### src/rtl/event_serializer.sv
// Serializes filtered DVS events into 4-byte frames (header, x, y, t) on an 8-bit valid/ready bus.
// Header is valid 2 cycles after acceptance; input never stalls, so events are dropped (and counted) when the FIFO is full.

// Circular FIFO with separately tracked occupancy; the caller never pushes when full or pops when empty.
// Write is visible on the next cycle; there is no push-to-pop bypass.
module sync_fifo #(
  parameter int W     = 25,
  parameter int DEPTH = 4,
  parameter int AW    = 2
) (
  input  logic          clk,
  input  logic          rst,
  input  logic          push,
  input  logic [W-1:0]  push_dat,
  input  logic          pop,
  output logic [W-1:0]  pop_dat,
  output logic [AW:0]   count
);
  logic [W-1:0]  mem [DEPTH];
  logic [AW-1:0] wr_ptr, rd_ptr;

  always_ff @(posedge clk) begin
    if (push) mem[wr_ptr] <= push_dat;
  end

  always_ff @(posedge clk) begin
    if (rst) begin
      wr_ptr <= '0;
      rd_ptr <= '0;
      count  <= '0;
    end else begin
      // Pointers are AW bits wide, so DEPTH-1 -> 0 wrap is natural for a power-of-two depth.
      if (push) wr_ptr <= wr_ptr + 1'b1;
      if (pop)  rd_ptr <= rd_ptr + 1'b1;
      case ({push, pop})
        2'b10:   count <= count + 1'b1;
        2'b01:   count <= count - 1'b1;
        default: count <= count;
      endcase
    end
  end

  assign pop_dat = mem[rd_ptr];
endmodule

module event_serializer #(
  parameter int DEPTH = 4,
  parameter int AW    = 2
) (
  input  logic          clk,
  input  logic          rst,
  input  logic          in_valid,
  input  logic [7:0]    in_x,
  input  logic [7:0]    in_y,
  input  logic [7:0]    in_t,
  input  logic          in_p,
  output logic          in_ready,
  output logic [7:0]    out_data,
  output logic          out_valid,
  input  logic          out_ready,
  output logic          out_sof,
  output logic [AW:0]   fifo_count,
  output logic [7:0]    drop_count
);
  typedef struct packed {
    logic       p;
    logic [7:0] x;
    logic [7:0] y;
    logic [7:0] t;
  } evt_t;

  typedef enum logic [2:0] {IDLE, HDR, BX, BY, BT} state_t;

  state_t     state, state_nxt;
  evt_t       in_evt, head, hold, hold_nxt;
  logic       push, pop, fifo_empty;
  logic [7:0] data_nxt;
  logic       sof_nxt;

  assign in_evt     = '{p: in_p, x: in_x, y: in_y, t: in_t};
  assign in_ready   = !rst && (fifo_count != (AW+1)'(DEPTH));
  assign push       = in_valid && in_ready;
  assign fifo_empty = (fifo_count == '0);
  assign out_valid  = (state != IDLE);

  sync_fifo #(.W($bits(evt_t)), .DEPTH(DEPTH), .AW(AW)) u_fifo (
    .clk      (clk),
    .rst      (rst),
    .push     (push),
    .push_dat (in_evt),
    .pop      (pop),
    .pop_dat  (head),
    .count    (fifo_count)
  );

  always_ff @(posedge clk) begin
    if (rst) begin
      drop_count <= '0;
    end else if (in_valid && !in_ready && drop_count != 8'hFF) begin
      drop_count <= drop_count + 1'b1;
    end
  end

  always_comb begin
    state_nxt = state;
    pop       = 1'b0;
    hold_nxt  = hold;
    data_nxt  = 8'h00;
    sof_nxt   = 1'b0;
    unique case (state)
      IDLE: if (!fifo_empty) begin
        pop       = 1'b1;
        hold_nxt  = head;
        state_nxt = HDR;
      end
      HDR: if (out_ready) state_nxt = BX;
      BX:  if (out_ready) state_nxt = BY;
      BY:  if (out_ready) state_nxt = BT;
      BT: if (out_ready) begin
        if (!fifo_empty) begin
          pop       = 1'b1;
          hold_nxt  = head;
          state_nxt = HDR;
        end else begin
          state_nxt = IDLE;
        end
      end
      default: state_nxt = IDLE;
    endcase
    // Output byte is registered, so it is chosen from the state and hold value being entered.
    unique case (state_nxt)
      HDR: begin
        data_nxt = {4'hA, 3'b000, hold_nxt.p};
        sof_nxt  = 1'b1;
      end
      BX:      data_nxt = hold_nxt.x;
      BY:      data_nxt = hold_nxt.y;
      BT:      data_nxt = hold_nxt.t;
      default: data_nxt = 8'h00;
    endcase
  end

  always_ff @(posedge clk) begin
    if (rst) begin
      state    <= IDLE;
      hold     <= '0;
      out_data <= 8'h00;
      out_sof  <= 1'b0;
    end else begin
      state    <= state_nxt;
      hold     <= hold_nxt;
      out_data <= data_nxt;
      out_sof  <= sof_nxt;
    end
  end
endmodule

### config.mk
export PLATFORM = sky130hd
export DESIGN_NAME = event_serializer
export DESIGN_NICKNAME = d
export VERILOG_FILES = /design/src/rtl/event_serializer.sv
export SDC_FILE = /design/constraint.sdc
export NUM_CORES = 1
export LEC_CHECK = 0
export BUFFER_PORTS_ARGS = -buffer_cell sky130_fd_sc_hd__buf_2
export CAP_MARGIN = 20
export CORE_MARGIN = 5
export CORE_UTILIZATION = 40
export CTS_CLUSTER_SIZE = 8
export DETAILED_ROUTE_END_ITERATION = 12
export PLACE_DENSITY = 0.63
export SYNTH_ARGS = -nofsm -noshare
export SYNTH_HDL_FRONTEND = slang
export SYNTH_HIERARCHICAL = 1
export SYNTH_SLANG_ARGS = --single-unit
### constraint.sdc
create_clock -name clk -period 6.9 [get_ports clk]
set_clock_uncertainty 0.1 [all_clocks]
set_input_delay 0.69 -clock clk [delete_from_list [all_inputs] [get_ports clk]]
set_output_delay 0.69 -clock clk [all_outputs]
set_load 0.02 [all_outputs]
# ---- Word level (Yosys, flattened, before mapping)
# Memory sizes are Yosys's and may differ from the RTL's. A register that Yosys moved wholly into a read port is not among the register bits.
# Index checks and enable logic that the tools add are counted.
dict set report op_classes {
  n_addsub 5
  n_eq_ne 12
  mux 20
  reduce_logical 10
}
# cell n
set ops {}
lappend ops {{$mux 25} 2}
lappend ops {{$pmux 25 s2} 1}
lappend ops {{$pmux 8 s4} 1}
lappend ops {{$mux 3} 5}
lappend ops {{$pmux 3 s5} 1}
lappend ops {{$eq 3x2->1 const B} 4}
lappend ops {{$add 8x1->8 const B} 1}
lappend ops {{$ne 8x8->1 const B} 1}
lappend ops {{$eq 3x1->1 const B} 2}
lappend ops {{$eq 3x3->1 const B} 2}
lappend ops {{$logic_not 3->1} 2}
lappend ops {{$mux 1} 6}
lappend ops {{$pmux 3 s2} 1}
lappend ops {{$add 2x1->2 const B} 2}
lappend ops {{$logic_and 1x1->1} 4}
lappend ops {{$mux 2} 2}
lappend ops {{$add 3x1->3 const B} 1}
lappend ops {{$ne 3x3->1 const B} 1}
lappend ops {{$reduce_bool 3->1} 1}
lappend ops {{$sub 3x1->3 const B} 1}
lappend ops {{$eq 2x1->1 const B} 1}
lappend ops {{$eq 2x2->1 const B} 1}
lappend ops {{$logic_not 1->1} 2}
lappend ops {{$pmux 1 s2} 1}
lappend ops {{$reduce_bool 2->1} 1}
dict set report totals {
  register_bits 52
  mem_bits_rw 100
  input_bits 29
  out_inout_bits 22
  memories 1
}
# name words word_bits rd rd_clocked_by_memory_dff wr line_no
set mem_list {}
lappend mem_list {u_fifo.mem 4 25 1 1 1 19} ;# logic [W-1:0] mem [DEPTH];

# ---- Depth between registers and ports, before layout
dict set report depth {
  ltp_word 6
  mapped_depth 12
  ltp_nobuf 10
}

# ---- Cells and area by module
# Netlist, hierarchy kept.
# module instances cells_each area_each_um2
set modules_own_cells {}
lappend modules_own_cells {sync_fifo 1 176 4073.9}
lappend modules_own_cells {event_serializer 1 250 2264.7}

# ---- Worst setup path before layout
# Ideal clock, no wire load.
dict set report synth_timing {
  path_kind {input to register}
  start {input out_ready}
  end {register u_fifo.count[2]}
  setup_ps 70
  t_arrival_ps 2591
  required_time_ps 6730
  path_slack_ps 4139
  cell_stages 12
  path_buffers 2
  cell_sequence {buf_4 > nor2b_1 > buf_2 > nor2_1 > nand2_1 > inv_1 > ha_1 > inv_1 > fa_1 > xor2_1 > or3_1 > a21oi_1}
}
dict set report synth_between {
  elab_chain_cells 4
  word_cells_on_any_way 6
  classes_between {eq/ne (2); mux (3); reduce/logical (1)}
}
# element line_no
set synth_lines {}
lappend synth_lines {{from (decl)} 60} ;# input logic out_ready,
lappend synth_lines {{$mux 1 (*)} 119} ;# BT: if (out_ready) begin
lappend synth_lines {{$pmux 1 s2 (*)} 110} ;# unique case (state)
lappend synth_lines {{net pop} 76} ;# logic push, pop, fifo_empty;
lappend synth_lines {{$eq 2x1->1 / $eq 2x2->1 (equally long branches)} 35} ;# case ({push, pop})
lappend synth_lines {{$pmux 3 s2 / $reduce_bool 2->1 (equally long branches)} --}
lappend synth_lines {{to (signal assigned)} 36} ;# 2'b10: count <= count + 1'b1;
lappend synth_lines {{to (signal assigned)} 37} ;# 2'b01: count <= count - 1'b1;
lappend synth_lines {{to (signal assigned)} 38} ;# default: count <= count;
lappend synth_lines {{to (decl)} 17} ;# output logic [AW:0] count
# The timed path passes the listed nets; every way through them passes the cells marked *.
# A chain may end at the register's enable or synchronous reset.

# ---- Worst setup path in the final report
dict set report layout_timing {
  start {register u_fifo.count[0]}
  end {register u_fifo.count[2]}
}
dict set report layout_between {
  elab_chain_cells 6
  word_cells_on_any_way 13
  classes_between {add/sub (2); eq/ne (3); mux (4); reduce/logical (4)}
}
# element line_no
set layout_lines {}
lappend layout_lines {{$logic_not 3->1 (*)} 83} ;# assign fifo_empty = (fifo_count == '0);
lappend layout_lines {{$mux 1 (*)} {111, 120}}
lappend layout_lines {{$mux 1} 119}
lappend layout_lines {{$pmux 1 s2 (*)} 110}
lappend layout_lines {{net pop} 76}
lappend layout_lines {{$eq 2x1->1 / $eq 2x2->1 (equally long branches)} 35}
lappend layout_lines {{$pmux 3 s2 / $reduce_bool 2->1 (equally long branches)} --}
# Marked as above.

==> impl_metrics.ini <==
[setup_path]
cp-end-kind = register
slowest_delay_ns = 0.82
path_max_fanout = 27
path_cells = or3_1, nand2_1, inv_1, ha_1, inv_1, fa_1, xor2_1, or3_1, a21oi_1
worstSetupPathType = register to register
cp.depth = 9
crit_slowest_cell = or3_1
crit_family = simple AND/OR/NAND/NOR gates
start_kind = register
cp.arrival_ns = 3.26
crit_required_ns = 7.13
crit_buf_inv = 2
r2r_cells = 9

[routing]
drc = 0
wl_per_cell_um = 18.4
drt-pass1-iter-count = 5
num_vias = 3813
drt_iter0_markers = 307
drt_wl_total_um = 12800
via_per_inst = 5.45
drtAntennaViolNets = 0

[layout]
num_antenna_cells = 0
fin_cells = 699
area_delta_synth_final_pct = 14.8
drive_gt1_share_pct = 25.5
nets = 506
final_cell_area_um2 = 7280
post-route-util_pct = 46.3

[synthesis]
synth_cells = 426
async_reset_ff_share_pct = 0
synth_edf_count = 100
yosysMostFrequentCell = edfxtp_1
synth_nets = 462
synth_seq_cells = 154
ys_seq_area_share_pct = 64.4
syn_area_um2 = 6340
yosysUniqueCellTypes = 55
synth.avg_cell_area_um2 = 14.9
synth_warnings = 6
synthTopCellsByCount = edfxtp_1 (100), dfxtp_1 (54), a21oi_1 (50)
synth_ff_type = edfxtp_1
synth.top_cell.area_share_pct = 47.4
synthTopCellsByArea = edfxtp_1 (47%), dfxtp_1 (17%), mux4_2 (7.1%)
yosysTopAreaCell = edfxtp_1

[power]
p_leak_nw = 2.42
vdd_drop_max_v = 0.000191
powerDensity_nw_per_um2 = 363

[sta]
slew_headroom_pct = 30.0
finalCriticalPeriod_ns = 3.03
fmax_ghz = 0.330
finalMaxSlewViolations = 0
min_period_over_period_pct = 43.9
worst_pin_slew_ns = 1.05
setup_viol = 0
tns_ns = 0
finalHoldViolCount = 0
rsz0062_at_grt = false

[status]
status = finished clean

[grt]
grt_pass1_vias = 3924
grt_overflow_total = 0
grt_usage_pct = 14.9
grt_max_degree = 51
grt_pass1_wl_um = 20800
antenna_found_initial = 0

[die]
die_h_um = 136
die_x_um = 136
rows = 46
start_util_pct = 40.3
io_pins = 51
coreArea_um2 = 15700
die_area_um2 = 18500

[min_path]
hold_depth = 1
holdCritPathClass = primary input to register

[cts]
cts_max_path_buffers = 2
cts-root-buf = clkbuf_16
htreeDepth = 4
clk_pin_slew_worst_paths_ns = 0.06
cts_sinks = 154
cts_resized = 0
ctsHoldBuffers = 0
cts_setup_buffers = 0
cts_tree = done
worstSkewPairLatency_ns = 0.43
cts_buffers = 17

[placement]
gp_congestion = 0.757
place_area_um2 = 6700
dp_cells = 667
hpwlAfterDp_um = 8140
portBuffers = 50

[flow_run]
cap_violations = 0
==> path summary, 6_finish.rpt <==
kind / slack, ns / endpoint / startpoint
max reg2reg: 3.87 / u_fifo/count[2] / u_fifo/count[0]
min: 0.38 / u_fifo/mem[3][24] / in_p
max: 3.87 / u_fifo/count[2] / u_fifo/count[0]
min reg2reg: 0.38 / hold[18] / hold[18]
==> area by class of cell <==
class	instances	area, um^2
clock buffer	17	425
clock inverter	15	150
fill	1409	8440
inverter	9	33.8
multi-input combinational	230	1990
sequential	154	4080
tap	216	270
timing repair buffer	58	318
==> sequential cells by signal, summed over array words and instances (netlist names), named ones only <==
| name | count |
|---|---|
| u_fifo/mem | 100 |
| hold | 25 |
| drop_count | 8 |
| out_data | 8 |
| state | 3 |
| u_fifo/count | 3 |
| u_fifo/rd_ptr | 2 |
| u_fifo/wr_ptr | 2 |
| out_sof | 1 |
==> worst reg2reg max path, stage by stage (launching register included) <==
cell and delay (ns):
dfxtp_1 0.49, or3_1 0.82, nand2_1 0.10, inv_1 0.16, ha_1 0.20, inv_1 0.06
fa_1 0.38, xor2_1 0.18, or3_1 0.32, a21oi_1 0.16
==> cell families after synthesis <==
kind of cell	count (synthesis)	share of synthesized area [%]
buffers and inverters	42	4.15
muxes	27	9.49
DFF	154	64.4
xor gates and xnor gates	6	0.829
and+or+nand+nor	78	7.40
AOI/OAI and AO/OA	112	12.2
adders and majority gates	7	1.50
==> per-layer routing <==
layer	global-route usage, %	wire length (um)
met1	18.6	5440
met2	24.6	6460
met3	4.03	671
met4	6.38	267
met5	0	0
==> where the power goes <==
part           switching [mW]  internal (mW)  leakage [nW]  total, mW
clock network           0.364          0.530         0.268      0.894
logic                   0.369          0.228         0.806      0.597
registers              0.0534           1.09          1.35       1.15
total                   0.787           1.85          2.42       2.64
==> layout by cell type (no fill, tap or decap), types with 2 or more instances in the layout <==
| cell | Yosys | layout |
|---|---|---|
| buf_4 | 1 | 7 |
| nand3_1 | 3 | 3 |
| inv_6 | 0 | 2 |
| ha_1 | 6 | 6 |
| a21oi_1 | 50 | 50 |
| clkinv_1 | 0 | 3 |
| nand4_1 | 25 | 25 |
| nor2_1 | 14 | 14 |
| xnor2_1 | 2 | 2 |
| clkbuf_16 | 0 | 17 |
| xor2_1 | 4 | 4 |
| clkinvlp_4 | 0 | 4 |
| nand2_1 | 6 | 6 |
| edfxtp_1 | 100 | 100 |
| bufinv_16 | 0 | 2 |
| nor3_1 | 3 | 3 |
| o21ai_0 | 3 | 3 |
| o31ai_2 | 5 | 5 |
| buf_2 | 18 | 50 |
| o31ai_1 | 24 | 24 |
| inv_1 | 9 | 9 |
| or3_1 | 4 | 4 |
| clkinv_4 | 0 | 3 |
| mux4_2 | 20 | 20 |
| a21o_1 | 10 | 10 |
| and2_1 | 5 | 5 |
| mux2i_1 | 2 | 2 |
| mux4_1 | 5 | 5 |
| o31a_1 | 5 | 5 |
| dfxtp_1 | 54 | 54 |
| a41oi_1 | 3 | 3 |
| or4_1 | 5 | 5 |
==> through the flow <==
stage	setup slack (ns)	power (mW)	hold WS [ns]
after floorplan	4.14	1.64	0.351
after CTS	3.94	2.67	0.360
after global routing	3.69	2.77	0.366
after detailed placement	3.53	1.76	0.369
after global placement	3.66	1.73	0.356
final	3.87	2.64	0.377
Note: power is estimated with default switching activity, not from simulation.
